### config.mk
export PLATFORM = sky130hd
export DESIGN_NAME = inst_queue
export DESIGN_NICKNAME = d
export VERILOG_FILES = /design/src/rtl/rv_pkg.sv /design/src/rtl/inst_queue.sv
export SDC_FILE = /design/constraint.sdc
export NUM_CORES = 1
export LEC_CHECK = 0
export ABC_AREA = 1
export BUFFER_PORTS_ARGS = -buffer_cell sky130_fd_sc_hd__clkbuf_2
export CAP_MARGIN = 5
export CORE_UTILIZATION = 49
export CTS_BUF_LIST = sky130_fd_sc_hd__clkbuf_4
export DETAILED_ROUTE_END_ITERATION = 12
export GPL_ROUTABILITY_DRIVEN = 0
export PLACE_DENSITY = 0.77
export SYNTH_ARGS = -nofsm -noshare
export SYNTH_HDL_FRONTEND = slang
export SYNTH_SLANG_ARGS = --single-unit
### constraint.sdc
create_clock -name clk -period 4.3 [get_ports clk]
set_input_delay 0.215 -clock clk [delete_from_list [all_inputs] [get_ports clk]]
set_output_delay 0.215 -clock clk [all_outputs]
set_load 0.005 [all_outputs]
### src/rtl/rv_pkg.sv
// Shared RISC-V front-end definitions: the fetch entry layout and the
// default instruction queue depth used by the fetch/decode boundary.
package rv_pkg;

   // Default number of fetch entries buffered between fetch and decode.
   localparam int IQ_DEPTH = 4;

   // One buffered fetch: the instruction's PC and its 32-bit word.
   typedef struct packed {
      logic [31:0] pc;
      logic [31:0] inst;
   } fetch_entry_t;

endpackage

### src/rtl/inst_queue.sv
// Instruction queue between fetch and decode.
//
// Handshake: an entry moves on a clock edge only when its producer asserts
// valid and its consumer is ready in the same cycle. On the fetch side,
// "ready" is ~o_full, so fetch holds its PC while o_full is 1. On the decode
// side, o_valid/o_pc/o_inst present the head entry and i_ready consumes it.
// i_flush overrides both sides and empties the queue at the next edge.
// All outputs come from registered state, so there is no input-to-output path.
module inst_queue
   import rv_pkg::*;
#(
   parameter int DEPTH = IQ_DEPTH
) (
   input  logic                     clk,
   input  logic                     rst_n,
   input  logic                     i_valid,
   input  logic [31:0]              i_pc,
   input  logic [31:0]              i_inst,
   input  logic                     i_flush,
   input  logic                     i_ready,
   output logic                     o_valid,
   output logic [31:0]              o_pc,
   output logic [31:0]              o_inst,
   output logic                     o_full,
   output logic [$clog2(DEPTH):0]   o_count
);

   localparam int PW = $clog2(DEPTH);
   localparam int CW = PW + 1;

   // DEPTH is a power of two, so plain pointer overflow wraps modulo DEPTH.
   fetch_entry_t    mem [DEPTH];
   logic [PW-1:0]   wr_ptr;
   logic [PW-1:0]   rd_ptr;
   logic [CW-1:0]   count;

   logic [PW-1:0]   wr_ptr_nxt;
   logic [PW-1:0]   rd_ptr_nxt;
   logic [CW-1:0]   count_nxt;
   logic            push;
   logic            pop;

   // Status flags are derived from the registered occupancy only.
   assign o_valid = (count != '0);
   assign o_full  = (count == CW'(DEPTH));
   assign o_count = count;

   // A full queue refuses fetch even when decode drains the head this cycle.
   assign push = i_valid & ~o_full & ~i_flush;
   assign pop  = o_valid & i_ready & ~i_flush;

   // Head entry; meaningless while o_valid is 0.
   assign o_pc   = mem[rd_ptr].pc;
   assign o_inst = mem[rd_ptr].inst;

   // Next pointer and occupancy; flush dominates any push or pop.
   always_comb begin
      wr_ptr_nxt = wr_ptr;
      rd_ptr_nxt = rd_ptr;
      count_nxt  = count;
      if (i_flush) begin
         wr_ptr_nxt = '0;
         rd_ptr_nxt = '0;
         count_nxt  = '0;
      end else begin
         if (push) begin
            wr_ptr_nxt = wr_ptr + PW'(1);
         end
         if (pop) begin
            rd_ptr_nxt = rd_ptr + PW'(1);
         end
         if (push && !pop) begin
            count_nxt = count + CW'(1);
         end else if (pop && !push) begin
            count_nxt = count - CW'(1);
         end
      end
   end

   // Pointer and occupancy registers, cleared asynchronously by reset.
   always_ff @(posedge clk or negedge rst_n) begin
      if (!rst_n) begin
         wr_ptr <= '0;
         rd_ptr <= '0;
         count  <= '0;
      end else begin
         wr_ptr <= wr_ptr_nxt;
         rd_ptr <= rd_ptr_nxt;
         count  <= count_nxt;
      end
   end

   // Entry storage; contents are only read behind a valid count, so no reset.
   always_ff @(posedge clk) begin
      if (push) begin
         mem[wr_ptr] <= '{pc: i_pc, inst: i_inst};
      end
   end

endmodule
== Yosys cells after proc, flatten, opt, wreduce, memory -nomap -nowiden ==
Memory sizes are Yosys's and may differ from the RTL's.
Cells that the tools add are included.
Word-level totals
  flip-flop bits (word level): 7
  memory bits (writable): 256
  input port bits: 69
  output and inout bits: 69
  memories: 1
Memories
  mem: words 4, bits a word 64, read ports 1, clocked after Yosys merged registers in 0, write ports 1, line inst_queue.sv:32  | fetch_entry_t mem [DEPTH];
Cells by class
  add/subtract/negate cells: 4
  eq/ne operators: 1
  multiplexer cells: 9
  bitwise operators: 6
  reductions and logical operators: 8
Operator list (count)
  two-way mux 3 bit: 3
  two-way mux 2 bit: 4
  nonzero test 3 bit: 2
  adder 2 x 1 -> 2 bit (second input constant): 2
  AND 1 bit: 4
  nonzero test 2 bit: 2
  adder 3 x 1 -> 3 bit (second input constant): 1
  == test 3 bit (second input constant): 1
  subtractor 3 x 1 -> 3 bit (second input constant): 1
  logical AND 1 bit: 2
  logical NOT 1 bit: 2
  two-way mux 1 bit: 2
  inverter 1 bit: 2

== Depth between registers and ports, before layout ==
Gate-level depths: netlist (run 1).
  depth after elaboration: 9
  gate-level depth with buffers: 11

== Least setup slack after synthesis (run 1) ==
Ideal clock, no wire load.
  kind: reg2reg
  from: register count[0], in the netlist o_count[0]
  to: memory mem[0][0] (netlist bit) (enable)
  data arrival time: 3.576 ns
  path slack: 0.238 ns
  stages on the path, launching flop included: 7
  path buffers: 0
  period minus slack after synthesis: 4.062 ns
  path through: dfrtp_1 > nor2_2 > nand2_1 > nand2_1 > nor2_1 > inv_1 > nor2_1
On the way
  longest elaborated chain between the ends: 6
RTL lines
  from (decl): line inst_queue.sv:35  | logic [CW-1:0] count;
  from (signal assigned): line inst_queue.sv:89  | count <= count_nxt;
  == test 3 bit: line inst_queue.sv:45  | assign o_full = (count == CW'(DEPTH));
  inverter 1 bit: line inst_queue.sv:49  | assign push = i_valid & ~o_full & ~i_flush;
  AND 1 bit (2 in a row): line inst_queue.sv:49
  two-way mux 1 bit: line inst_queue.sv:95  | if (push) begin
  two-way mux 1 bit (not written as such): line inst_queue.sv:96  | mem[wr_ptr] <= '{pc: i_pc, inst: i_inst};
  to (decl): line inst_queue.sv:32
Every way passes these cells.

== Worst setup path after layout (run 1) ==
  from: register rd_ptr[0]
  to: output port o_inst[1]
On the way
  longest elaborated chain between the ends: 1
RTL lines
  from (decl): line inst_queue.sv:34  | logic [PW-1:0] rd_ptr;
  from (signal assigned): line inst_queue.sv:88  | rd_ptr <= rd_ptr_nxt;
  memory (4 x 64 bit)
  to (decl): line inst_queue.sv:23  | output logic [31:0] o_inst,
Every way passes these cells.

==> impl_metrics.yaml, run 1 <==
global_routing:
  track_usage: 0.200
  grt_pass1_vias: 6378
  grt_pass1_wl_mm: 31.4
  overflow: 0
  grt_antenna_before_repair: 3
  grt_max_degree: 84
layout:
  multi_input_area_mm2: 0.00182
  utilization: 0.627
  n_fill_cell: 1491
  register_area_mm2: 0.00787
  layout_commonest_cell: "edfxtp_1"
  layout.nets: 1001
  area_delta_synth_final_pct: 23.7
  drive_above_1_share: 0.258
  final_cell_mix: "edfxtp_1, clkbuf_2, nor2_1, clkbuf_4, o21ai_0"
power_and_ir_drop:
  p_int_mw: 4.48
  power.density_mw_per_mm2: 516
  power_frac_seq: 0.485
  p_sw_frac: 0.298
  clockPowerShare: 0.286
  power.switching_mw: 1.90
  p_comb_frac: 0.229
  p_leak_nw: 4.52
  ir_worst_vdd_uv: 233
setup_path:
  startpoint: "rd_ptr[0]"
  required_ns: 4.09
  start_kind: "flip-flop"
  critical_path_class: "reg -> out"
  crit_path_max_fanout: 83
  critPathBufInv: 3
  slowest_delay_ns: 0.72
  cp_cell_sequence: "inv_4 -> buf_4 -> o21ai_0 -> o22ai_1 -> clkbuf_2"
  worstSetupEndpointType: "output port"
  critPathSlowestCell: "inv_4"
  critPathArrivalTime_ns: 3.03
  r2r_start: "rd_ptr[0]"
  crit_family: "buffers and inverters"
floorplan:
  die_w_um: 145
  core_area_mm2: 0.0197
  start_util: 0.507
  die_h_um: 145
  std_cell_rows: 51
  dieArea_mm2: 0.0210
  io_pins: 138
detailed_routing:
  dr.pass1.iters: 5
  via_per_inst: 5.20
  drtAntennaViolNets: 0
  wirelength_mm: 20.4
  wl_per_cell_um: 16.4
  drc: 0
  drtIter0Drc: 388
  vias: 6465
sta:
  hold_viol_final: 0
  relSlewSlack: 0.311
  finClkSkew_ns: 0.0153
  fin_setup_tns_ns: 0
  worstMarginPinSlew_ns: 1.03
  period_needed_ns: 3.25
  post-route-period-util: 0.755
  fmax_ghz: 0.308
  slew_violations: 0
  rsz0062_at_grt: "false"
  setup_viol: 0
logic_synthesis:
  synthCells: 686
  ys_ff_latch: 263
  seq_area_frac_synth: 0.787
  synth.cell_area_mm2: 0.00999
  synthDistinctLibCells: 26
  synthesis.nets: 760
  yosysWarnings: 0
  avgSynthCellArea_um2: 14.6
clocking:
  cts_setup_buffers: 0
  clockBufferDepth: 3
  clk_latency_ns: 0.65
  htree_levels: 2
  cts.sinks: 263
  ctsRootBufferMaster: "clkbuf_4"
  cts_tree: "built"
  cts_resized: 0
  numCtsBuffers: 61
  clk_pin_slew_ns: 0.07
placement:
  port_buffers: 137
  place_hpwl_mm: 11.3
flow_run:
  cap_violations: 0
min_path:
  min_path_type: "in -> reg"
  min_from: "i_inst[15]"
outcome:
  run_status: "complete, no violations"
[Yosys cell counts]
cell / n / area share
dfrtp_1: 7 / 0.018
a21oi_1: 4 / 0.0020
fa_1: 1 / 0.0020
inv_2: 1 / 0.00038
nor2_1: 133 / 0.050
nand3b_1: 1 / 0.00075
nand2_4: 1 / 0.0011
a21oi_2: 1 / 0.00088
buf_4: 4 / 0.0030
clkbuf_2: 2 / 0.0010
o21ai_1: 45 / 0.023
edfxtp_1: 256 / 0.77
inv_1: 16 / 0.0060
nand2_1: 16 / 0.0060
nand3_4: 1 / 0.0018
buf_2: 8 / 0.0040
nor2_2: 1 / 0.00063
xor2_1: 1 / 0.00088
ha_1: 4 / 0.0050
o22ai_1: 64 / 0.040
inv_4: 1 / 0.00063
o21ai_0: 86 / 0.043
nand2_2: 1 / 0.00063
nand3_1: 3 / 0.0015
clkbuf_1: 16 / 0.0060
buf_6: 12 / 0.014
[power by group through the flow]
stage	Clock, mW	Sequential [mW]	Combinational [mW]
6_report	1.83	3.09	1.46
2_1_floorplan	0	3.10	0.937
5_1_grt	2.00	3.11	1.64
4_1_cts	1.88	3.09	1.48
3_3_place_gp	0	3.14	1.38
3_5_place_dp	0	3.15	1.42
[metrics by stage]
step / total power, mW / worst slack, ns / hold slack, ns / instance area, um^2 / instances
2_1_floorplan: 4.04 / 0.238 / -0.0806 / 9990 / 686
3_3_place_gp: 4.52 / 1.76 / 0.0616 / 10900 / 1058
3_5_place_dp: 4.56 / 1.73 / 0.0661 / 10900 / 1058
4_1_cts: 6.45 / 1.02 / 0.257 / 12400 / 1241
5_1_grt: 6.75 / 0.781 / 0.266 / 12400 / 1243
6_report: 6.38 / 1.05 / 0.326 / 12400 / 1244
[registers in the layout, summed over array words and instances, names as in the netlist]
name     cells
mem        256
o_count      3
rd_ptr       2
wr_ptr       2
[per-layer routing]
layer / global-route usage / part of all wire / wire length [um] / vias up
met1: 0.248 / 0.42 / 8490 / 3092
met2: 0.338 / 0.49 / 10100 / 232
met4: 0.0881 / 0.017 / 348 / 0
li1: - / - / - / 3111
met5: 0 / 0 / 0 / -
met3: 0.0438 / 0.073 / 1490 / 30
[final cells by class]
class / instances / area share
diodes: 3 / 0.000607
clock buffers: 87 / 0.0528
clock inverters: 25 / 0.00769
inverters: 18 / 0.00567
multi-input cells: 363 / 0.147
flip-flops and latches: 263 / 0.636
well taps: 265 / 0.0268
repair buffers: 220 / 0.123
[kinds of logic after synthesis]
| group | count (synthesis) | share of synthesized area |
|---|---|---|
| flops | 263 | 0.787 |
| compound gates | 200 | 0.109 |
| simple gates | 157 | 0.0623 |
| buf+inv | 60 | 0.0346 |
| fa+ha+maj | 5 | 0.00701 |
| xor+xnor | 1 | 0.000876 |
[worst paths after layout]
| path | end | slack, ns | cells past startpoint |
|---|---|---|---|
| setup reg to reg | rd_ptr[0] | 1.63 | 4 |
| max in group asynchronous | rd_ptr[0] | 3.47 | 3 |
| min in group asynchronous | o_count[2] | 0.55 | 3 |
| hold reg to reg | o_count[1] | 0.59 | 2 |
| hold / removal | mem[3][15] | 0.33 | 2 |
| setup / recovery | o_inst[1] | 1.05 | 5 |
[repair_timing]
action                                 4_1_cts  5_1_grt
hold buffers                                71        0
endpoints found under the hold margin      270        0
setup endpoints to repair                    0        0
(Power assumes the default switching activity.)
==> run 2: changes to the inputs <==
Settings changed: PLACE_DENSITY 0.77 to 0.75.
Clock period 4.3 ns to 3.22 ns, I/O delays scaled along.
==> run 2 against run 1 <==
Compared with the run above: first-iteration DRC count increased by 0.26%; critical path depth increased by 5; count of clock-buffer cells in the layout increased by 8; combinational power increased by 42%; register-to-register slack got worse by 1.4 ns; power increased by 37%; wire length increased by 4.7%; setup slack got worse by 0.78 ns; design area increased by 0.25%; die area unchanged; final cell count decreased by 0.48%.
==> impl_metrics.yaml, run 2 (synthesis gave the netlist of run 1 again) <==
clocking:
  numCtsBuffers: 68
  cts_tree: "built"
  clk_pin_slew_ns: 0.07
  htree_levels: 3
  cts_resized: 0
  clockBufferDepth: 3
  clk_latency_ns: 0.65
  ctsRootBufferMaster: "clkbuf_4"
  cts_hold_buffers: 72
  cts.sinks: 263
  cts_setup_buffers: 0
global_routing:
  grt_pass1_wl_mm: 33.0
  overflow: 0
  grt_pass1_vias: 6556
  grt_antenna_before_repair: 2
  track_usage: 0.211
  grt_max_degree: 130
floorplan:
  die_w_um: 145
  io_pins: 138
  start_util: 0.507
  core_area_mm2: 0.0197
  std_cell_rows: 51
  die_h_um: 145
  dieArea_mm2: 0.0210
power_and_ir_drop:
  p_total_mw: 8.72
  p_leak_nw: 4.54
  ir_worst_vdd_uv: 392
  power.density_mw_per_mm2: 703
sta:
  fmax_ghz: 0.339
  hold_viol_final: 0
  finClkSkew_ns: 0.0221
  post-route-period-util: 0.915
  period_needed_ns: 2.95
  slew_violations: 0
  relSlewSlack: 0.549
  worstMarginPinSlew_ns: 0.676
  layout_setup_ws_ns: 0.274
  rsz0062_at_grt: "false"
  timing.hold.ws_ns: 0.283
  setup_viol: 0
setup_path:
  cp_cell_sequence: "nor2_2 -> nand2_2 -> nand2_4 -> nand3_4 -> a21oi_2 -> dlygate4sd3_1 -> nand2_1 -> dlygate4sd3_1 -> nand2_1 -> dlygate4sd3_1"
  critPathArrivalTime_ns: 3.52
  critical_path_class: "reg -> reg"
  start_kind: "flip-flop"
  cpMostUsedCell: "dlygate4sd3_1"
  regToRegSetupSlack_ns: 0.27
  crit_family: "buffers and inverters"
  required_ns: 3.79
  critPathSlowestCell: "dlygate4sd3_1"
  critPathBufInv: 3
  crit_path_max_fanout: 6
  slowest_delay_ns: 0.59
  worstSetupEndpointType: "flip-flop"
placement:
  place_hpwl_mm: 11.3
  place_ws_ns: 1.03
  port_buffers: 137
detailed_routing:
  vias: 6513
  drtAntennaViolNets: 0
  wirelength_mm: 21.4
  wl_per_cell_um: 17.2
  drtIter0Drc: 389
  dr.pass1.iters: 4
  via_per_inst: 5.26
  drc: 0
flow_run:
  cap_violations: 0
layout:
  area_delta_synth_final_pct: 24.0
  final_cell_mix: "edfxtp_1, clkbuf_2, nor2_1, clkbuf_4, o21ai_0"
  drive_above_1_share: 0.272
  largest_reg_flops: 256
  layout_commonest_cell: "edfxtp_1"
  top_register: "mem"
  utilization: 0.629
  layout.nets: 1009
  n_fill_cell: 1433
outcome:
  run_status: "complete, no violations"
min_path:
  min_path_type: "in -> reg"
[run 2: changes by cell type in the layout (fill, tap and decap cells not counted)]
cell           before  now
buf_12              3    4
buf_4               9    8
clkbuf_4           87   95
clkinv_1           23    5
clkinvlp_4          0    1
diode_2             3    2
dlygate4sd3_1      71   72
inv_2               3    6
[run 2: per-stage QoR]
| stage | setup TNS (ns) | instances | cell area [um^2] |
|---|---|---|---|
| after global routing | 0 | 1238 | 12400 |
| after CTS | 0 | 1236 | 12400 |
| after detailed placement | 0 | 1058 | 10900 |
| after floorplan | -215.62 | 686 | 9990 |
| final | 0 | 1238 | 12400 |
| after global placement | 0 | 1058 | 10900 |
[run 2: power breakdown]
part           switching [mW]  internal [mW]  total, mW
Clock                    1.24           1.34       2.58
Combinational            1.30          0.768       2.07
Sequential             0.0707           3.99       4.07
[run 2: final timing paths]
path,start,end,cells past startpoint
worst max register to register,o_count[0],o_count[2],10
min in group asynchronous,rst_n,o_count[2],3
max in group asynchronous,rst_n,rd_ptr[0],3
worst max-delay path,o_count[0],o_count[2],10
worst min-delay path,i_pc[20],mem[2][52],2
worst min register to register,o_count[1],o_count[1],2
[run 2: layout make-up]
| class | count | area, um^2 | area share |
|---|---|---|---|
| Sequential cell | 263 | 7870 | 0.635 |
| Clock buffer | 95 | 713 | 0.0575 |
| Inverter | 18 | 70.1 | 0.00565 |
| Antenna cell | 2 | 5.00 | 0.000404 |
| Multi-Input combinational cell | 363 | 1820 | 0.147 |
| Clock inverter | 11 | 46.3 | 0.00373 |
| Tap cell | 265 | 332 | 0.0267 |
| Timing Repair Buffer | 221 | 1550 | 0.125 |
[run 2: per-layer routing]
metal | up-vias | global-route usage | share of wire
li1 | 3097 | - | -
met1 | 3133 | 0.252 | 0.40
met2 | 235 | 0.355 | 0.50
met3 | 48 | 0.0602 | 0.067
met4 | 0 | 0.0986 | 0.025
met5 | - | 0 | 0
[run 2: worst register-to-register path: cells and delay by family, from the launching register on]
kind            cells  cell delay, ns
buf+inv             3            1.68
simple gates        6            0.60
flops               1            0.41
compound gates      1            0.21
==> run 3: changes to the inputs <==
Settings changed: CORE_ASPECT_RATIO set to 0.7.
==> run 3 against run 2 <==
Compared with the run above: design area is 0.14% lower; sequential share of layout area is 0.090 points higher; non-clock buffer count is 2 higher; global-route usage is 0.54 points lower; via count is 0.98% lower; critical path depth is 2 higher; clock skew is 0.0010 ns higher; setup slack worse by 0.053 ns; clock power is 5% lower; die area hardly changed; sequential power hardly changed; critical path type unchanged.
==> impl_metrics.yaml, run 3 (synthesis gave the netlist of run 1 again) <==
detailed_routing:
  route.met3.wl_mm: 1.57
  drtAntennaViolNets: 0
  via_per_inst: 5.22
  drc: 0
  wirelength_mm: 21.4
  wl_per_cell_um: 17.3
  dr_wl_met2_mm: 9.91
  vias: 6449
  dr.pass1.iters: 5
  drt-met1-wl_mm: 9.59
  top_layer_used: "met4"
  drtIter0Drc: 606
flow_run:
  cap_violations: 0
layout:
  area_delta_synth_final_pct: 23.9
  num_antenna_cells: 0
  layout_commonest_cell: "edfxtp_1"
  layout.nets: 1002
  largest_reg_flops: 256
  utilization: 0.622
  top_register: "mem"
  n_fill_cell: 1480
  drive_above_1_share: 0.264
  stdcell_count: 1236
  final_cell_mix: "edfxtp_1, clkbuf_2, nor2_1, clkbuf_4, o21ai_0"
placement:
  port_buffers: 137
  place_hpwl_mm: 11.3
  place_inst: 1064
sta:
  setup_viol: 0
  fmax_ghz: 0.333
  finClkSkew_ns: 0.0231
  timing.hold.ws_ns: 0.258
  rsz0062_at_grt: "false"
  post-route-period-util: 0.931
  slew_violations: 0
  worstMarginPinSlew_ns: 0.698
  period_needed_ns: 3.00
  hold_viol_final: 0
  relSlewSlack: 0.534
clocking:
  clk_pin_slew_ns: 0.07
  ctsRootBufferMaster: "clkbuf_4"
  cts.sinks: 263
  clk_latency_ns: 0.67
  cts_tree: "built"
  numCtsBuffers: 59
  cts_resized: 0
  htree_levels: 2
  clockBufferDepth: 3
setup_path:
  critPathArrivalTime_ns: 3.54
  start_kind: "flip-flop"
  crit_path_max_fanout: 6
  worstSetupEndpointType: "flip-flop"
  required_ns: 3.76
  critical_path_class: "reg -> reg"
global_routing:
  track_usage: 0.206
  overflow: 0
  grt_antenna_before_repair: 0
  grt_pass1_wl_mm: 33.1
  grt_pass1_vias: 6363
  grt_max_degree: 130
floorplan:
  start_util: 0.502
  std_cell_rows: 43
  die_w_um: 173
  dieArea_mm2: 0.0210
  io_pins: 138
  core_area_mm2: 0.0199
  die_h_um: 121
min_path:
  min_path_type: "in -> reg"
power_and_ir_drop:
  p_leak_nw: 4.52
  ir_worst_vdd_uv: 435
  power.density_mw_per_mm2: 697
  p_total_mw: 8.63
outcome:
  run_status: "complete, no violations"
[run 3: stage by stage]
| stage | cell area, um^2 | worst slack (ns) | TNS (ns) |
|---|---|---|---|
| after global placement | 10900 | 0.954 | 0 |
| after detailed placement | 10900 | 0.915 | 0 |
| after global routing | 12400 | 0.0292 | 0 |
| final | 12400 | 0.221 | 0 |
| after floorplan | 9990 | -0.842 | -215.62 |
| after CTS | 12400 | 0.282 | 0 |
[run 3: layout make-up]
cell class | instances | area [um^2] | area share
Clock buffer | 89 | 668 | 0.0540
Tap cell | 270 | 338 | 0.0273
Timing Repair Buffer | 223 | 1580 | 0.127
Inverter | 18 | 70.1 | 0.00566
Clock inverter | 10 | 42.5 | 0.00344
Multi-Input combinational cell | 363 | 1820 | 0.147
Sequential cell | 263 | 7870 | 0.636
[run 3: repair_timing]
| item | 4_1_cts | 5_1_grt |
|---|---|---|
| buffers inserted | 0 | 0 |
| hold buffers | 73 | 0 |
| endpoints found under the hold margin | 270 | 0 |
[run 3: metal layers]
metal / vias to the layer above / global-route usage
li1: 3076 / -
met1: 3115 / 0.282
met2: 228 / 0.319
met3: 30 / 0.0548
met4: 0 / 0.0747
met5: - / 0
[run 3: worst paths after layout]
kind | startpoint | depth (start not counted) | endpoint | slack, ns
hold reg to reg | o_count[0] | 2 | o_count[0] | 0.63
min in group asynchronous | rst_n | 3 | rd_ptr[0] | 0.52
max in group asynchronous | rst_n | 3 | rd_ptr[0] | 2.37
setup reg to reg | o_count[0] | 12 | o_count[2] | 0.22
setup / recovery | o_count[0] | 12 | o_count[2] | 0.22
hold / removal | i_inst[18] | 2 | mem[3][18] | 0.26
[run 3: power breakdown]
part | switching, mW | internal, mW
Combinational | 1.31 | 0.786
Clock | 1.21 | 1.25
Sequential | 0.0714 | 3.99
[run 3: critical path, cell delays in order, from the launching register on]
cell and delay, ns:
dfrtp_1 0.43, nor2_2 0.18, a21oi_1 0.12, nand3_4 0.11
inv_1 0.06, fa_1 0.38, xor2_1 0.21, nand3b_1 0.13
nand2_1 0.05, dlygate4sd3_1 0.56, nand2_1 0.07, nand2_1 0.05
dlygate4sd3_1 0.55
